## src/rtl/decode_stage.sv

```systemverilog
// Single-register instruction decode stage with valid/ready handshaking,
// a load-use stall after every issued LOAD, and an issued-bundle counter.
module decode_stage #(
    parameter int unsigned LOAD_LAT = 2,
    parameter int unsigned CNT_W    = 16
) (
    input  logic             i_clk,
    input  logic             i_rst,
    input  logic             i_in_valid,
    input  logic [8:0]       i_inst,
    output logic             o_in_ready,
    input  logic             i_out_ready,
    output logic             o_out_valid,
    output logic [2:0]       o_alu_op,
    output logic             o_is_data,
    output logic [1:0]       o_data_op,
    output logic [2:0]       o_rs_addr,
    output logic [2:0]       o_rd_addr,
    output logic [4:0]       o_imm,
    output logic             o_reg_we,
    output logic             o_mem_we,
    output logic             o_mem_re,
    output logic             o_flag_we,
    output logic [CNT_W-1:0] o_issued_cnt
);

    localparam logic [2:0] ALU_CMP    = 3'b100;
    localparam logic [1:0] DOP_MOVE   = 2'b00;
    localparam logic [1:0] DOP_FLAG   = 2'b01;
    localparam logic [1:0] DOP_STORE  = 2'b10;
    localparam logic [1:0] DOP_LOAD   = 2'b11;

    typedef enum logic {RUN, LOAD_STALL} state_t;

    typedef struct packed {
        logic [2:0] alu_op;
        logic       is_data;
        logic [1:0] data_op;
        logic [2:0] rs_addr;
        logic [2:0] rd_addr;
        logic [4:0] imm;
        logic       reg_we;
        logic       mem_we;
        logic       mem_re;
        logic       flag_we;
    } bundle_t;

    state_t           r_state, w_state_nxt;
    logic [2:0]       r_stall_cnt, w_stall_nxt;
    bundle_t          r_bndl, w_dec;
    logic             r_out_valid;
    logic [CNT_W-1:0] r_issued_cnt;
    logic             w_accept, w_hs, w_hs_load;

    assign w_accept  = i_in_valid && o_in_ready;
    assign w_hs      = r_out_valid && i_out_ready;
    assign w_hs_load = w_hs && r_bndl.is_data && (r_bndl.data_op == DOP_LOAD);

    always_comb begin
        w_dec = '0;
        if (!i_inst[8]) begin
            w_dec.alu_op  = i_inst[7:5];
            w_dec.rs_addr = i_inst[4:2];
            w_dec.imm     = i_inst[4:0];
            w_dec.reg_we  = (i_inst[7:5] != ALU_CMP);
            w_dec.flag_we = (i_inst[7:5] == ALU_CMP);
        end else begin
            w_dec.is_data = 1'b1;
            w_dec.data_op = i_inst[7:6];
            w_dec.rs_addr = i_inst[5:3];
            w_dec.rd_addr = i_inst[2:0];
            case (i_inst[7:6])
                DOP_MOVE:  w_dec.reg_we  = 1'b1;
                DOP_FLAG:  w_dec.flag_we = 1'b1;
                DOP_STORE: w_dec.mem_we  = 1'b1;
                DOP_LOAD: begin
                    w_dec.reg_we = 1'b1;
                    w_dec.mem_re = 1'b1;
                end
                default: ;
            endcase
        end
    end

    always_ff @(posedge i_clk or posedge i_rst) begin
        if (i_rst) begin
            r_state     <= RUN;
            r_stall_cnt <= '0;
        end else begin
            r_state     <= w_state_nxt;
            r_stall_cnt <= w_stall_nxt;
        end
    end

    // A LOAD issuing while already stalled restarts the full stall.
    always_comb begin
        w_state_nxt = r_state;
        w_stall_nxt = r_stall_cnt;
        if (w_hs_load) begin
            w_state_nxt = LOAD_STALL;
            w_stall_nxt = 3'(LOAD_LAT);
        end else if (r_state == LOAD_STALL) begin
            if (r_stall_cnt <= 3'd1) begin
                w_state_nxt = RUN;
                w_stall_nxt = '0;
            end else begin
                w_stall_nxt = r_stall_cnt - 3'd1;
            end
        end
    end

    always_comb begin
        o_in_ready = (r_state == RUN) && (!r_out_valid || i_out_ready);
    end

    always_ff @(posedge i_clk or posedge i_rst) begin
        if (i_rst) begin
            r_bndl       <= '0;
            r_out_valid  <= 1'b0;
            r_issued_cnt <= '0;
        end else begin
            if (w_accept) begin
                r_bndl      <= w_dec;
                r_out_valid <= 1'b1;
            end else if (w_hs) begin
                r_out_valid <= 1'b0;
            end
            if (w_hs) begin
                r_issued_cnt <= r_issued_cnt + 1'b1;
            end
        end
    end

    assign o_out_valid  = r_out_valid;
    assign o_alu_op     = r_bndl.alu_op;
    assign o_is_data    = r_bndl.is_data;
    assign o_data_op    = r_bndl.data_op;
    assign o_rs_addr    = r_bndl.rs_addr;
    assign o_rd_addr    = r_bndl.rd_addr;
    assign o_imm        = r_bndl.imm;
    assign o_reg_we     = r_bndl.reg_we  && r_out_valid;
    assign o_mem_we     = r_bndl.mem_we  && r_out_valid;
    assign o_mem_re     = r_bndl.mem_re  && r_out_valid;
    assign o_flag_we    = r_bndl.flag_we && r_out_valid;
    assign o_issued_cnt = r_issued_cnt;

endmodule

```

## config.mk

```make
export PLATFORM = sky130hd
export DESIGN_NAME = decode_stage
export DESIGN_NICKNAME = d
export VERILOG_FILES = /design/src/rtl/decode_stage.sv
export SDC_FILE = /design/constraint.sdc
export NUM_CORES = 1
export LEC_CHECK = 0
export ABC_AREA = 1
export CAP_MARGIN = 25
export CORE_UTILIZATION = 40
export DETAILED_ROUTE_END_ITERATION = 10
export GPL_ROUTABILITY_DRIVEN = 0
export PLACE_DENSITY = 0.71
export SYNTH_ARGS = -nofsm -noshare
export SYNTH_HDL_FRONTEND = slang
export SYNTH_SLANG_ARGS = --single-unit
```

## constraint.sdc

```tcl
create_clock -name i_clk -period 1.68 [get_ports i_clk]
set_input_delay 0.42 -clock i_clk [delete_from_list [all_inputs] [get_ports i_clk]]
set_output_delay 0.42 -clock i_clk [all_outputs]
set_load 0.1 [all_outputs]
```

==> key figures, run 1 <==
Timing
  • Fin. max-slew vios: 0
  • Setup TNS: -7.550 ps
  • Fin crit period: 1688 ps
  • Final Cycle Share: 100.4%
  • Post-route setup slack: -7.550 ps
  • Clock Skew: 5.850 ps
  • Peak Freq: 0.5926 GHz
  • Slew HR: 75.30%
  • Final setup viols: 1
  • Fin. Hold Viols: 0
  • RSZ-0062 raised after global routing: yes
  • Worst-margin pin slew: 369.2 ps

Power
  • Internal power: 2.416 mW
  • Clock power frac: 22.9%
  • Pleak: 1.515 nW
  • Sw Share: 42.27%
  • Max VDD drop: 779.7 µV
  • Tot Pwr: 4.186 mW
  • Comb power frac: 44.3%
  • Reg power frac: 32.8%
  • PwrDens: 1283 nW/µm²
  • Switch Pwr: 1.769 mW

Layout
  • Synth-to-Final Area Change: 53.81%
  • Multi-input logic area: 824.5 µm²
  • Fin area: 3262 µm²
  • Non-Filler Instances: 373
  • Post-layout util: 63.87%
  • Post-layout net count: 321
  • Fill cell count: 420
  • Reg area: 1065 µm²
  • Diodes inserted: 0
  • Share of cells above drive strength 1: 28.05%

Clocking
  • Clock Root Buffer: clkbuf_8
  • H-tree levels: 2
  • CTS tree: yes
  • Sinks on the clock net: 42
  • Max Root-Sink Buffers: 2
  • TritonCTS buffer count: 5
  • Clock transition at path regs: 80 ps
  • Clk Latency, worst-skew pair: 300 ps

Critical path
  • CP startpoint kind: register
  • Cell mode on critical path: nor2_4
  • Worst r2r dst: o_alu_op[1]
  • CP arrival: 1270 ps
  • Stages on worst setup path: 4
  • Crit path to: o_in_ready
  • R2R setup slack: 240 ps
  • Crit-path slowest cell: dfrtp_4
  • Maximum fanout along the worst path: 6
  • Crit path launch: o_out_valid
  • Worst R2R Start: o_out_valid
  • Cell chain of the critical path: inv_4, nor2_4, nor2_4, buf_12
  • R2R depth: 8
  • Crit-path max cell delay: 520 ps
  • CP Capture Type: output pin
  • Worst Path Required: 1260 ps
  • Crit Path Class: reg2out
  • Cell family with most CP delay: flip-flops
  • CP Buf/Inv Count: 2

Place
  • DP Cell Count: 363
  • IO Port Bufs: 51
  • DP HPWL: 3.407 mm
  • Area after DPL: 3110 µm²

Route
  • Vias: 1758
  • Post-route ant nets: 0
  • Via density: 4.713
  • # DRC: 0
  • Routed WL: 4.390 mm
  • 1st-iter DRT viols: 105
  • Drt pass-1 iters: 4
  • Drt wl/cell: 11.77 µm

Logic synthesis
  • Syn nets: 267
  • Syn Inst Count: 248
  • Synth Area in Compound Gates: 5.546%
  • Synth Register Bits: 42
  • Yosys warning count: 0
  • Mux cell area share after synthesis: 0%
  • Post-synthesis sequential area ratio: 49.56%
  • Post-synthesis cell type count: 25
  • Largest family of logic cells by synthesized area: simple AND/OR/NAND/NOR gates
  • Cell Area, Synth: 2121 µm²
  • Synthesized area per cell: 8.552 µm²
  • Synth Area in Simple Gates: 25.19%
  • Adder-Cell Fraction of Synth Area: 3.540%
  • Post-Synth XOR/XNOR Area: 4.130%

Floorplan
  • Starting Density: 41.52%
  • Top Ports: 52
  • Die area: 5597 µm²
  • Die height: 74.82 µm
  • Row cnt: 26
  • Chip width: 74.82 µm
  • CORE AREA: 5107 µm²

Outcome
  • Status: finished with violations
  • Failing checks: setup timing

GRT
  • Total global routing track utilization: 18.34%
  • GR Overflow Total: 0
  • Largest net degree at the start of global routing: 43
  • First-pass GRT wire length: 7.631 mm
  • Initial antenna violation count: 0
  • Vias in the first global route: 1728

Worst hold path
  • Worst min-delay path class: in2async

Flow run
  • Maxcap violations: 0
## how the worst min path moves through the flow
stage,startpoint,endpoint,slack [ps],cells past startpoint
after floorplan,r_bndl[1],r_bndl[1],450,2
after global placement,r_bndl[0],r_bndl[0],470,2
after detailed placement,r_bndl[1],r_bndl[1],470,2
after CTS,i_rst,o_rd_addr[0],480,3
after global routing,i_rst,o_issued_cnt[3],500,3
final,i_rst,o_issued_cnt[3],470,3
## synthesized netlist by cell type, drive strengths merged
cell     n  share of area [%]
dfrtp   42                 50
nand4    4                1.2
buf     18                6.7
xor2     4                1.7
ha       6                3.5
xnor2    6                2.5
nand3b   1               0.35
nor2    19                4.2
o21ai   18                4.2
inv     29                5.1
o21a     2               0.71
nand2   82                 15
nand3   13                3.7
nor3     1               0.47
a21oi    1               0.24
o21bai   1               0.35
clkinv   1               0.18
## layout make-up
| cell class | instances | area share, % |
|---|---|---|
| timing repair buffer | 65 | 31.19 |
| clock buffer | 5 | 2.110 |
| clock inverter | 3 | 2.110 |
| multi-input combinational | 158 | 25.28 |
| inverter | 30 | 3.989 |
| sequential | 42 | 32.64 |
| tap | 70 | 2.685 |
## power by group through the flow
stage          clock network, mW  registers [mW]  logic, mW
2_1_floorplan                  0            1.78      0.799
3_3_place_gp                   0            1.40       1.83
3_5_place_dp                   0            1.40       1.85
4_1_cts                    0.981            1.38       1.86
5_1_grt                     1.03            1.39       1.94
6_report                   0.958            1.37       1.85
## timing repair
action | in CTS | in global routing
endpoints found under the setup margin | 5 | 5
hold buffers | 0 | 0
buffers inserted | 1 | 1
resized for setup | 1 | 0
pin swaps | 1 | 1
cloned | 0 | 0
## through the flow
step,hold WS [ps],setup slack (ps)
3_3_place_gp,467.7,-153.1
6_report,472.4,-7.550
4_1_cts,481.7,-29.40
5_1_grt,496.6,-65.65
2_1_floorplan,449.2,-162.3
3_5_place_dp,471.7,-200.1
## worst min-delay path, stage by stage
cell and delay, ps:
clkdlybuf4s50_1 400, inv_1 90, buf_12 240
## layer usage
metal / wire, µm / vias up / part of all wire [%] / global-route usage (%)
met5: 0 / - / 0 / 0
met4: 88 / 0 / 2.0 / 8.386
met3: 147 / 8 / 3.3 / 4.150
met2: 2291 / 44 / 52 / 31.33
met1: 1862 / 848 / 42 / 22.09
li1: - / 858 / - / -
## placed cells by master (no fill, tap or decap), types with 3 or more instances in the layout
cell type / count
xor2_1: 4
nor2_1: 14
clkbuf_8: 5
nor2_4: 3
inv_1: 24
buf_12: 40
nand4_1: 4
ha_1: 6
xnor2_1: 6
clkdlybuf4s50_1: 11
clkinvlp_4: 4
dfrtp_2: 8
nand3_1: 12
o21ai_1: 4
buf_4: 13
nand2_1: 79
o21ai_0: 14
dfrtp_1: 33
## registers in the layout (all words and copies together), names as in the netlist
signal and count:
r_state 1, o_alu_op 3, o_out_valid 1, o_rd_addr 3
o_is_data 1, o_rs_addr 3, o_imm 5, r_bndl 4
o_data_op 2, r_stall_cnt 3, o_issued_cnt 16
## cell families after synthesis
family,after synthesis
xor gates and xnor gates,10
AOI/OAI and AO/OA,22
buffers and inverters,48
DFF,42
adders and majority gates,6
and+or+nand+nor,120
Power figures use the tool's default switching activity.
==> inputs of run 2 (changes only) <==
--- a/config.mk
+++ b/config.mk
@@ -10,5 +10,4 @@
 export CORE_UTILIZATION = 40
 export DETAILED_ROUTE_END_ITERATION = 10
-export GPL_ROUTABILITY_DRIVEN = 0
 export PLACE_DENSITY = 0.71
 export SYNTH_ARGS = -nofsm -noshare
==> constraint.sdc (replaced) <==
create_clock -name i_clk -period 1.68 [get_ports i_clk]
set_input_delay 0.336 -clock i_clk [delete_from_list [all_inputs] [get_ports i_clk]]
set_output_delay 0.336 -clock i_clk [all_outputs]
set_load 0.1 [all_outputs]
==> key figures, run 2 (same netlist as run 1, synthesis figures left out) <==
Floorplan
  • Chip width: 74.82 µm (unchanged)
  • CORE AREA: 5107 µm² (unchanged)
  • Die height: 74.82 µm (unchanged)
  • Top Ports: 52 (unchanged)
  • Starting Density: 41.52% (unchanged)
  • Die area: 5597 µm² (unchanged)
  • Row cnt: 26 (unchanged)

Route
  • Drt wl/cell: 11.91 µm (+1.2%)
  • Drt pass-1 iters: 4 (unchanged)
  • Via density: 4.684 (-0.62%)
  • WL met3: 228 µm (+55%)
  • Metal2 WL: 2.284 mm (-0.31%)
  • Max layer used: met4
  • 1st-iter DRT viols: 101 (-3.8%)
  • Vias: 1733 (-1.4%)
  • Met1 Wirelength: 1.885 mm (+1.2%)
  • # DRC: 0 (unchanged)
  • Post-route ant nets: 0 (unchanged)
  • Routed WL: 4.406 mm (+0.36%)

Timing
  • Fin crit period: 1599 ps (-88.68 ps)
  • Fin. Hold Viols: 0 (unchanged)
  • Worst-margin pin slew: 353.5 ps (-15.67 ps)
  • RSZ-0062 raised after global routing: no
  • Fin. max-slew vios: 0 (unchanged)
  • Peak Freq: 0.6254 GHz (+5.5%)
  • Slew HR: 76.35% (+1.0 points)
  • Final Cycle Share: 95.17% (-5.3 points)
  • Clock Skew: 5.246 ps (-0.6038 ps)
  • Final setup viols: 0 (-1)

Place
  • DP HPWL: 3.483 mm (+2.2%)
  • Placer congestion estimate: 0.8243
  • IO Port Bufs: 51 (unchanged)
  • Area after DPL: 3085 µm² (-0.80%)

Layout
  • Post-layout util: 62.54% (-1.3 points)
  • Fill cell count: 436 (+3.8%)
  • Most frequent cells in the layout: 79 x nand2_1, 41 x buf_12, 33 x dfrtp_1
  • Diodes inserted: 0 (unchanged)
  • Max reg flops: 16 (unchanged)
  • Post-layout net count: 318 (-0.93%)
  • Share of cells above drive strength 1: 26.00% (-2.1 points)
  • Commonest non-fill, non-tap cell in the layout: nand2_1
  • Synth-to-Final Area Change: 50.62%
  • Fin area: 3194 µm² (-2.1%)

Critical path
  • Crit path launch: o_out_valid
  • CP Capture Type: output pin
  • CP arrival: 1260 ps (about the same)
  • Worst R2R Start: o_out_valid
  • Worst Path Required: 1340 ps (+80 ps)
  • CP startpoint kind: register
  • Maximum fanout along the worst path: 3 (-3)
  • Crit Path Class: reg2out

Clocking
  • Clk Latency, worst-skew pair: 290 ps (about the same)
  • CTS tree: yes
  • Max Root-Sink Buffers: 2 (unchanged)
  • Clock transition at path regs: 80 ps (about the same)
  • TritonCTS buffer count: 5 (unchanged)
  • Sinks on the clock net: 42 (unchanged)
  • Clock Root Buffer: clkbuf_8
  • H-tree levels: 2 (unchanged)

GRT
  • Initial antenna violation count: 0 (unchanged)
  • Largest net degree at the start of global routing: 43 (unchanged)
  • First-pass GRT wire length: 7.624 mm (about the same)
  • Total global routing track utilization: 18.08% (-0.26 points)
  • GR Overflow Total: 0 (unchanged)
  • Vias in the first global route: 1739 (+0.64%)

Worst hold path
  • Worst min-delay path class: in2async

Power
  • Max VDD drop: 804.2 µV (+3.1%)
  • PwrDens: 1224 nW/µm² (-4.6%)
  • Pleak: 1.519 nW (+0.26%)
  • Tot Pwr: 3.910 mW (-6.6%)

Flow run
  • Maxcap violations: 0 (unchanged)

Outcome
  • Status: finished, final reports clean
-- run 2: metrics by stage --
step | hold WS, ps | TNS (ps) | setup slack [ps] | instances
after CTS | 408.7 | 0 | 64.22 | 370
after floorplan | 412.9 | -2924 | -162.3 | 248
after detailed placement | 473.4 | -2318 | -163.8 | 360
after global routing | 431.8 | 0 | 17.01 | 370
final | 398.0 | 0 | 81.13 | 370
after global placement | 465.3 | -1200 | -98.23 | 360
-- run 2: worst max-delay path, cell delays in order (launching register included) --
cell and delay, ps:
dfrtp_4 500, inv_4 70, nor2_4 40, nor2_4 170, buf_12 190
-- run 2: where the power goes --
group          internal [mW]  switching [mW]  leakage, nW
combinational          0.658            1.20        0.943
clock                  0.331           0.354       0.0472
sequential              1.16           0.208        0.529
total                   2.15            1.76         1.52
-- run 2: what timing repair did --
action,4_1_cts,5_1_grt
endpoints found under the setup margin,1,0
hold buffers,0,0
setup buffers,2,0
gates resized for setup,1,0
-- run 2: final cells by class --
cell class	count	area, µm²	share of cell area [%]
flip-flops and latches	42	1065	33.33
repair buffers	62	1007	31.53
multi-input cells	158	824.5	25.81
inverters	30	115.1	3.604
well taps	70	87.58	2.742
clock inverters	2	12.51	0.3917
clock buffers	6	82.58	2.585
-- run 2: path summary, 6_finish.rpt --
check                                  end  depth (start not counted)  slack (ps)
max                             o_in_ready                          4          80
max in group asynchronous  o_issued_cnt[3]                          3        1060
max reg2reg                   o_rs_addr[0]                          7         350
min in group i_clk               r_bndl[1]                          2         490
min reg2reg                      r_bndl[1]                          2         490
min                        o_issued_cnt[2]                          3         400
-- run 2: metal layers --
layer,global-route usage (%),vias to the layer above
met5,0,-
met3,4.284,2
li1,-,857
met2,33.53,51
met4,4.612,0
met1,20.86,823
==> inputs of run 3 (changes only) <==
CAP_MARGIN = 20   (was 25)
clock period = 2 ns   (was 1.68 ns; I/O delays follow)
==> key figures, run 3 (same netlist as run 1, synthesis figures left out) <==
Outcome
  • Status: finished, final reports clean

Timing
  • Peak Freq: 0.5382 GHz
  • Clock Skew: 7.949 ps (+2.703 ps)
  • Setup TNS: 0 ps (unchanged)
  • Fin. Hold Viols: 0 (unchanged)
  • Slew HR: 65.07% (-11 points)
  • Worst-margin pin slew: 523.9 ps (+170.4 ps)
  • Fin. max-slew vios: 0 (unchanged)
  • Final Cycle Share: 92.91%
  • Final setup viols: 0 (unchanged)
  • Fin crit period: 1858 ps
  • RSZ-0062 raised after global routing: no

Route
  • Vias: 1626 (-6.2%)
  • Routed WL: 4.083 mm (-7.3%)
  • Via density: 4.504 (-3.8%)
  • # DRC: 0 (unchanged)
  • Drt pass-1 iters: 4 (unchanged)
  • Drt wl/cell: 11.31 µm (-5.0%)
  • 1st-iter DRT viols: 46 (-54%)
  • Max layer used: met4
  • Post-route ant nets: 0 (unchanged)
  • Met1 Wirelength: 1.825 mm (-3.2%)
  • WL met3: 152 µm (-33%)
  • Metal2 WL: 2.053 mm (-10%)

Clocking
  • Max Root-Sink Buffers: 2 (unchanged)
  • Clock transition at path regs: 80 ps (about the same)
  • TritonCTS buffer count: 5 (unchanged)
  • Clock Root Buffer: clkbuf_8
  • Cts repair resizes: 0 (-1)
  • Clk Latency, worst-skew pair: 300 ps (about the same)
  • CTS tree: yes
  • Post-CTS setup buffers: 0 (-2)
  • Sinks on the clock net: 42 (unchanged)
  • Hold_buf cts: 0 (unchanged)
  • H-tree levels: 2 (unchanged)

Floorplan
  • Die area: 5597 µm² (unchanged)
  • Row cnt: 26 (unchanged)
  • Top Ports: 52 (unchanged)
  • Starting Density: 41.52% (unchanged)
  • CORE AREA: 5107 µm² (unchanged)
  • Chip width: 74.82 µm (unchanged)
  • Die height: 74.82 µm (unchanged)

Worst hold path
  • Worst min-delay path class: reg2reg
  • Hold Path Stages: 2

Critical path
  • CP arrival: 1460 ps (+200 ps)
  • Crit path to: o_in_ready
  • Cell chain of the critical path: clkdlybuf4s50_1, nor2_2, nor2_4, buf_12
  • Crit-path max cell delay: 610 ps (+110 ps)
  • Worst r2r dst: o_issued_cnt[14]
  • Crit path launch: i_out_ready
  • R2R depth: 6 (-1)
  • Crit-path slowest cell: clkdlybuf4s50_1
  • Worst Path Required: 1600 ps (+260 ps)
  • CP Capture Type: output pin
  • Maximum fanout along the worst path: 4 (+1)
  • CP startpoint kind: input pin
  • Worst R2R Start: o_issued_cnt[0]
  • R2R setup slack: 620 ps (+270 ps)
  • Crit Path Class: in2out

GRT
  • GR Overflow Total: 0 (unchanged)
  • First-pass GRT wire length: 7.010 mm (-8.1%)
  • Vias in the first global route: 1609 (-7.5%)
  • Largest net degree at the start of global routing: 43 (unchanged)
  • Initial antenna violation count: 0 (unchanged)
  • Total global routing track utilization: 16.71% (-1.4 points)

Layout
  • Commonest non-fill, non-tap cell in the layout: nand2_1
  • Post-layout net count: 309 (-2.8%)
  • Post-layout util: 54.12% (-8.4 points)
  • Most frequent cells in the layout: 79 x nand2_1, 41 x dfrtp_1, 29 x buf_4
  • Non-Filler Instances: 361 (-2.4%)
  • Max reg flops: 16 (unchanged)
  • Diodes inserted: 0 (unchanged)
  • Share of cells above drive strength 1: 20.96% (-5.0 points)
  • Synth-to-Final Area Change: 30.32%
  • Fin area: 2764 µm² (-13%)

Flow run
  • Maxcap violations: 0 (unchanged)

Power
  • Max VDD drop: 759.7 µV (-5.5%)
  • Tot Pwr: 3.140 mW (-20%)
  • Pleak: 1.386 nW (-8.8%)
  • PwrDens: 1136 nW/µm² (-7.2%)

Place
  • Area after DPL: 2650 µm² (-14%)
  • Placer congestion estimate: 0.8159 (-1.0%)
  • IO Port Bufs: 51 (unchanged)
  • DP HPWL: 3.043 mm (-13%)
  • DP Cell Count: 353 (-1.9%)
run 3: critical path, delay by kind of cell:
kind                   cells  cell delay, ps
buffers and inverters      2             800
and+or+nand+nor            2             260
run 3: layer usage:
layer / track usage, % / vias to the layer above
met3: 4.819 / 5
met1: 19.32 / 744
met4: 5.451 / 0
met5: 0 / -
li1: - / 837
met2: 29.73 / 40
run 3: cell type report:
cell class	instances	area (µm²)
fillers	474	2344
flip-flops and latches	42	1052
multi-input cells	158	819.5
repair buffers	53	578.1
inverters	30	112.6
well taps	70	87.58
clock buffers	5	68.82
clock inverters	3	45.04
run 3: through the flow:
stage                     hold WS (ps)  worst slack, ps
after floorplan                  449.2            63.84
after global placement           465.6            137.7
after detailed placement         470.2            146.3
after CTS                        491.5            143.4
after global routing             517.1            118.4
final                            484.8            141.9
run 3: how the worst min path moves through the flow:
stage,to,slack [ps],start
after floorplan,r_bndl[1],450,r_bndl[1]
after global placement,r_bndl[0],470,r_bndl[0]
after detailed placement,r_bndl[2],470,r_bndl[2]
after CTS,r_bndl[2],490,r_bndl[2]
after global routing,o_imm[2],520,o_imm[2]
final,r_bndl[2],480,r_bndl[2]
run 3: report_power, final:
part           switching [mW]  total, mW  internal (mW)
registers               0.145       1.11          0.964
clock network           0.306      0.677          0.371
logic                   0.983       1.35          0.371
total                    1.43       3.14           1.71
